## config.mk

```make
export PLATFORM = sky130hd
export DESIGN_NAME = pipe_stage_skid
export DESIGN_NICKNAME = d
export VERILOG_FILES = /design/src/rtl/pipe_stage_skid_pkg.sv /design/src/rtl/pipe_stage_skid_sat_counter.sv /design/src/rtl/pipe_stage_skid.sv
export SDC_FILE = /design/constraint.sdc
export NUM_CORES = 1
export LEC_CHECK = 0
export BUFFER_PORTS_ARGS = -buffer_cell sky130_fd_sc_hd__clkbuf_2
export CORE_MARGIN = 8
export CORE_UTILIZATION = 47
export DETAILED_ROUTE_END_ITERATION = 6
export PLACE_DENSITY_LB_ADDON = 0.1
export SYNTH_ARGS = -nofsm -noshare
export SYNTH_HDL_FRONTEND = slang
export SYNTH_HIERARCHICAL = 1
export SYNTH_SLANG_ARGS = --single-unit
```

## constraint.sdc

```tcl
create_clock -name clk -period 5.1 [get_ports clk]
set_clock_uncertainty 0.05 [all_clocks]
set_input_delay 1.02 -clock clk [delete_from_list [all_inputs] [get_ports clk]]
set_output_delay 1.02 -clock clk [all_outputs]
set_load 0.01 [all_outputs]
```

## src/rtl/pipe_stage_skid_pkg.sv

```systemverilog
// Shared types for the inter-stage skid register: occupancy states and the
// pipeline-wide flush command encoding.
package pipe_stage_skid_pkg;

  typedef enum logic [1:0] {
    SKID_EMPTY = 2'd0,
    SKID_FULL  = 2'd1,
    SKID_SKID  = 2'd2
  } skid_state_t;

  // Two-bit encoding leaves room for future commands; unknown codes act as continue.
  typedef enum logic [1:0] {
    RESET_CONTINUE = 2'd0,
    RESET_RESET    = 2'd1
  } reset_t;

  function automatic logic is_flush(input reset_t cmd);
    return (cmd == RESET_RESET);
  endfunction

endpackage

```

## src/rtl/pipe_stage_skid_sat_counter.sv

```systemverilog
// Saturating up-counter with synchronous reset and clear, reusable by any
// performance counter that must not wrap.
module sat_counter #(
  parameter int unsigned CNT_W = 32
) (
  input  logic             clk,
  input  logic             reset,
  input  logic             clear,
  input  logic             inc,
  output logic [CNT_W-1:0] count
);

  logic [CNT_W-1:0] count_q;
  logic [CNT_W-1:0] count_d;

  // Next count: clear wins, otherwise increment until all ones.
  always_comb begin
    count_d = count_q;
    if (clear) begin
      count_d = '0;
    end else if (inc && (count_q != {CNT_W{1'b1}})) begin
      count_d = count_q + CNT_W'(1);
    end else begin
      count_d = count_q;
    end
  end

  // Count register.
  always_ff @(posedge clk) begin
    if (reset) begin
      count_q <= '0;
    end else begin
      count_q <= count_d;
    end
  end

  assign count = count_q;

endmodule

```

## src/rtl/pipe_stage_skid.sv

```systemverilog
// Pipeline register with valid/ready handshake and a two-entry skid buffer;
// in_ready is registered so downstream stalls never reach upstream combinationally.
module pipe_stage_skid
  import pipe_stage_skid_pkg::*;
#(
  parameter int unsigned     WIDTH         = 64,
  parameter logic [WIDTH-1:0] RESET_PAYLOAD = '0,
  parameter int unsigned     CNT_W         = 32
) (
  input  logic             clk,
  input  logic             reset,
  input  reset_t           flush,
  input  logic             in_valid,
  input  logic [WIDTH-1:0] in_data,
  output logic             in_ready,
  output logic             out_valid,
  output logic [WIDTH-1:0] out_data,
  input  logic             out_ready,
  output logic             out_bubble,
  output logic [CNT_W-1:0] stall_cnt
);

  skid_state_t      state_q, state_d;
  logic [WIDTH-1:0] main_q, main_d;
  logic [WIDTH-1:0] skid_q, skid_d;
  logic             in_ready_q, in_ready_d;
  logic             out_valid_q, out_valid_d;

  logic push_s;
  logic pop_s;
  logic flush_s;
  logic stall_s;

  assign push_s  = in_valid && in_ready_q;
  assign pop_s   = out_valid_q && out_ready;
  assign flush_s = is_flush(flush);
  assign stall_s = out_valid_q && !out_ready;

  // Occupancy transitions; the skid entry is only ever filled while main is stalled.
  always_comb begin
    state_d = state_q;
    main_d  = main_q;
    skid_d  = skid_q;
    if (flush_s) begin
      state_d = SKID_EMPTY;
      main_d  = RESET_PAYLOAD;
      skid_d  = RESET_PAYLOAD;
    end else begin
      case (state_q)
        SKID_EMPTY: begin
          if (push_s) begin
            state_d = SKID_FULL;
            main_d  = in_data;
          end else begin
            state_d = SKID_EMPTY;
          end
        end
        SKID_FULL: begin
          if (push_s && pop_s) begin
            main_d = in_data;
          end else if (push_s) begin
            state_d = SKID_SKID;
            skid_d  = in_data;
          end else if (pop_s) begin
            state_d = SKID_EMPTY;
            main_d  = RESET_PAYLOAD;
          end else begin
            state_d = SKID_FULL;
          end
        end
        SKID_SKID: begin
          if (pop_s) begin
            state_d = SKID_FULL;
            main_d  = skid_q;
          end else begin
            state_d = SKID_SKID;
          end
        end
        default: begin
          state_d = SKID_EMPTY;
          main_d  = RESET_PAYLOAD;
          skid_d  = RESET_PAYLOAD;
        end
      endcase
    end
    in_ready_d  = (state_d != SKID_SKID);
    out_valid_d = (state_d != SKID_EMPTY);
  end

  // State and payload registers.
  always_ff @(posedge clk) begin
    if (reset) begin
      state_q     <= SKID_EMPTY;
      main_q      <= RESET_PAYLOAD;
      skid_q      <= RESET_PAYLOAD;
      in_ready_q  <= 1'b1;
      out_valid_q <= 1'b0;
    end else begin
      state_q     <= state_d;
      main_q      <= main_d;
      skid_q      <= skid_d;
      in_ready_q  <= in_ready_d;
      out_valid_q <= out_valid_d;
    end
  end

  sat_counter #(.CNT_W(CNT_W)) u_stall_cnt (
    .clk   (clk),
    .reset (reset),
    .clear (1'b0),
    .inc   (stall_s),
    .count (stall_cnt)
  );

  assign in_ready   = in_ready_q;
  assign out_valid  = out_valid_q;
  assign out_bubble = !out_valid_q;
  assign out_data   = main_q;

endmodule
```

== After elaboration in Yosys (flattened, before gate mapping) ==
Cells that the tools add are included.
Storage, ports and cells
  register bits after elaboration: 164
  input port bits: 70
  output and inout bits: 99
  logic and storage cells: 47
Cells by class
  $add $sub $neg: 1
  eq/ne operators: 11
  multiplexer cells: 15
  bitwise operators: 1
  reduce and logical (&&, ||, !) cells: 13
Operators by type and width (number)
  $mux W64: 6
  $pmux W64 S3: 1
  $pmux W64 S2: 1
  $add A32 B1 Y32 const B: 1
  $ne A32 B32 Y1 const B: 1
  $ne A2 B2 Y1 const B: 5
  $mux W2: 4
  $ne A3 B3 Y1 const B: 2
  $pmux W2 S3: 1
  $logic_and A1 B1 Y1: 5
  $eq A2 B1 Y1 const B: 2
  $reduce_and A4 Y1: 1
  $reduce_or A2 Y1: 2
  $reduce_and A3 Y1: 1
  $eq A2 B2 Y1 const B: 1
  $logic_not A1 Y1: 2
  $logic_not A2 Y1: 1
  $mux W1: 2
  $reduce_bool A2 Y1: 1
  $not A1 Y1: 1

== Longest topological paths before layout ==
  depth after elaboration: 7
  mapped depth: 8

== By module ==
The synthesis kept the hierarchy.
By module, submodules not included
  pipe_stage_skid: times used 1, cells each 396, area each 4768.3 sq um, sequential area each 2642.5 sq um
  sat_counter: times used 1, cells each 198, area each 1620.3 sq um, sequential area each 640.6 sq um

== Least setup slack after synthesis ==
OpenSTA, ideal clock, no wires.
  path type: in2reg
  start point: input port out_ready
  end point: register u_stall_cnt.count_q[26], in the netlist u_stall_cnt/count[26]
  setup time: 70 ps
  arrival: 2688 ps
  required time: 4980 ps
  path slack: 2292 ps
  cell stages on the path: 6
  path buffers: 0
  path through: nor2_1 nand4_1 or4_4 or4_4 or3_1 a21oi_1
On the way
  word-level cells in the longest chain between the ends: 3
RTL lines
  start, declared: line pipe_stage_skid.sv:18  | input logic out_ready,
  $logic_not A1 Y1: line pipe_stage_skid.sv:37  | assign stall_s = out_valid_q && !out_ready;
  $logic_and A1 B1 Y1: line pipe_stage_skid.sv:37
  $logic_and A1 B1 Y1: line pipe_stage_skid_sat_counter.sv:21  | end else if (inc && (count_q != {CNT_W{1'b1}})) begin
  end signal, assigned: line pipe_stage_skid_sat_counter.sv:33  | count_q <= count_d;
  end, declared: line pipe_stage_skid_sat_counter.sv:13  | logic [CNT_W-1:0] count_q;
Every way passes these cells.
A chain may end at the register's enable or synchronous reset.

== Worst setup path in the final report ==
  start point: input port flush[0]
  end point: register main_q[30], in the netlist out_data[30]
On the way
  word-level cells in the longest chain between the ends: 2
RTL lines
  start, declared: line pipe_stage_skid.sv:12  | input reset_t flush,
  $eq A2 B1 Y1: line pipe_stage_skid_pkg.sv:18  | return (cmd == RESET_RESET);
  $reduce_or A2 Y1 (no source line)
  end signal, assigned: line pipe_stage_skid.sv:100  | main_q <= main_d;
  end, declared: line pipe_stage_skid.sv:24  | logic [WIDTH-1:0] main_q, main_d;
Every way passes these cells.

==> results.sh <==
export IMPL_synth_top_area_share_pct=51.4
export IMPL_tns_ns=0
export IMPL_p_sw_share_pct=22.6
export IMPL_port_buffers=168
export IMPL_drc_errors=0
export IMPL_initial_utilization_pct=48.2
export IMPL_clock_root_buffer="clkbuf_16"
export IMPL_antenna_found_initial=0
export IMPL_vdd_drop_max_mv=0.257
export IMPL_ys_types=62
export IMPL_path_clk_slew_ns=0.06
export IMPL_synth_flop_cell="dfxtp_1"
export IMPL_hold_viol_final=0
export IMPL_first_iter_violations=440
export IMPL_synth_area_leader_cell="dfxtp_1"
export IMPL_vias=5465
export IMPL_cap_violations=0
export IMPL_syn_cell_area_sq_mm=0.00639
export IMPL_required_ns=5.39
export IMPL_synthArstFlopShare_pct=0
export IMPL_n_antenna_cell=0
export IMPL_end_kind="flip-flop"
export IMPL_power_density_mw_per_mm2=382
export IMPL_ys_top_cells_by_area="dfxtp_1 (51%), o2bb2ai_1 (8.6%), a22oi_1 (7.4%), a22o_2 (6.6%), a22o_1 (3.0%)"
export IMPL_htree_levels=4
export IMPL_period_needed_ns=3.17
export IMPL_grt_pass1_wl_um=28000
export IMPL_path_class="input port to flip-flop"
export IMPL_die_w_um=133
export IMPL_rows=42
export IMPL_ant_nets=0
export IMPL_groute_usage_overall_pct=19.1
export IMPL_worstMarginPinSlew_ns=1.24
export IMPL_p_int_uw=2340
export IMPL_area_delta_synth_final_pct=24.1
export IMPL_grt_max_degree=66
export IMPL_relSlewSlack_pct=16.5
export IMPL_status="finished clean"
export IMPL_cts_resized=0
export IMPL_cp_start_kind="input port"
export IMPL_die_area_sq_mm=0.0176
export IMPL_crit_arrival_ns=3.46
export IMPL_dpl_hpwl_um=11200
export IMPL_syn_inst=594
export IMPL_drt_first_pass_iters=5
export IMPL_die_y_um=133
export IMPL_fmax_mhz=316
export IMPL_drt_wl_total_um=17000
export IMPL_coreArea_sq_mm=0.0132
export IMPL_hold_slack_ns=0.411
export IMPL_seq_power_share_pct=45.0
export IMPL_viasPerCell=5.90
export IMPL_fin_crit_sh_pct=62.1
export IMPL_leakagePower_uw=0.00316
export IMPL_insertion_delay_ns=0.41
export IMPL_setup_viol=0
export IMPL_hold_buffers=0
export IMPL_final_core_util_pct=59.9
export IMPL_clockBufferDepth=2
export IMPL_report_final_slew_viol_count=0
export IMPL_cts_buffers=17
export IMPL_combPwrFrac_pct=8.4
export IMPL_power_share_clock_pct=46.6
export IMPL_cts_setup_buffers=0
export IMPL_rsz0062_at_grt="false"
export IMPL_cts_tree="done"
export IMPL_path_max_fanout=34
export IMPL_clkSinkCount=164
export IMPL_syn_area_per_cell_sq_um=10.8
export IMPL_p_switching_uw=685
export IMPL_overflow=0
export IMPL_synth_seq_area_share_pct=51.4
export IMPL_hold_path_class="flip-flop to flip-flop"
export IMPL_routabilityCongestion=0.819
export IMPL_ys_warnings_count=6
export IMPL_grt_pass1_vias=5466
export IMPL_avgRoutedWirePerCell_um=18.4
export IMPL_synth_edf_count=0
export IMPL_io_pins=169
export IMPL_drive_gt1_share_pct=34.8
export IMPL_fin_nets=811
export IMPL_yosys_register_bits=164
routing by layer:
layer,global-route usage (%),vias up,wire length [um]
met3,6.21,16,1230
li1,-,2638,-
met5,0,-,0
met4,7.70,0,235
met2,29.6,168,7740
met1,24.1,2643,7850
path summary, 6_finish.rpt:
check | start | endpoint | slack [ns] | cells past startpoint
worst max register to register | u_stall_cnt/count[8] | u_stall_cnt/count[11] | 2.11 | 5
worst min register to register | out_data[27] | out_data[27] | 0.41 | 1
worst max-delay path | flush[0] | out_data[30] | 1.93 | 6
worst min-delay path | out_data[27] | out_data[27] | 0.41 | 1
area by class of cell:
type	count	area [sq um]
Sequential cell	164	3280
Fill cell	1168	5310
Clock buffer	21	480
Inverter	6	22.5
Tap cell	176	220
Multi-Input combinational cell	376	2850
Clock inverter	8	173
Timing Repair Buffer	175	906
power groups by stage:
stage	registers [uW]	clock network, uW	logic (uW)
after floorplan	1400	0	139
after global placement	1390	0	253
after detailed placement	1390	0	257
after CTS	1360	1440	258
after global routing	1370	1490	279
final	1360	1410	254
kinds of logic after synthesis:
logic type	count (synthesis)	share of synthesized area, %
flops	164	51.4
compound gates	255	32.4
mux	1	0.176
fa+ha+maj	1	0.196
simple gates	110	10.3
xor+xnor	7	0.960
buf+inv	55	4.48
other cells	1	0.0587
synthesized netlist by cell type, types with 2 or more instances:
cell and count:
nor4_4 2, a41o_1 3, or4_4 2, a31oi_1 4, a22oi_1 63, or4_1 4, buf_2 10, nor3_1 4
o31ai_1 3, nor4_1 4, dfxtp_1 164, a22o_1 22, o311ai_0 2, o211ai_1 3, a22o_2 42, clkbuf_1 28
o2bb2ai_1 63, buf_6 8, nand4_1 9, o21ai_1 5, a211oi_1 2, nand2_1 21, or3_1 17, and3_1 2
buf_4 2, nor2_1 18, nand3_1 12, o21ai_0 12, xor2_1 2, a21oi_1 18, xnor2_1 5, a21o_1 2
nand4b_1 2, inv_1 6
cell usage in the layout (no fill, tap or decap), types with 5 or more instances in the layout:
master	Yosys	layout
a21oi_1	18	18
nand4_1	9	9
a22oi_1	63	63
clkbuf_2	0	168
dfxtp_1	164	164
nand2_1	21	20
buf_4	2	6
o2bb2ai_1	63	63
a22o_1	22	22
inv_1	6	6
a22o_2	42	42
nor2_1	18	18
or3_1	17	17
clkbuf_16	0	17
o21ai_0	12	12
xnor2_1	5	5
nand3_1	12	12
o21ai_1	5	5
bufinv_16	0	5
per-stage QoR:
stage	setup slack, ns	total power, uW	instances	instance area [sq um]
floorplan	2.29	1540	595	6390
global placement	1.52	1640	897	7280
detailed placement	1.49	1650	897	7280
CTS	1.93	3060	926	7930
global route	1.70	3140	926	7930
finish	1.93	3030	926	7930
registers in the layout (all words and copies together) (netlist names):
register and count:
skid_q 64, u_stall_cnt/count 32, out_data 64, state_q 2
in_ready 1, out_valid 1
critical path, stage by stage:
cell	delay, ns
clkbuf_2	0.08
nor2b_4	0.13
or2_0	0.42
o32ai_4	1.09
buf_4	0.52
o2bb2ai_1	0.16
(Power assumes the default switching activity.)
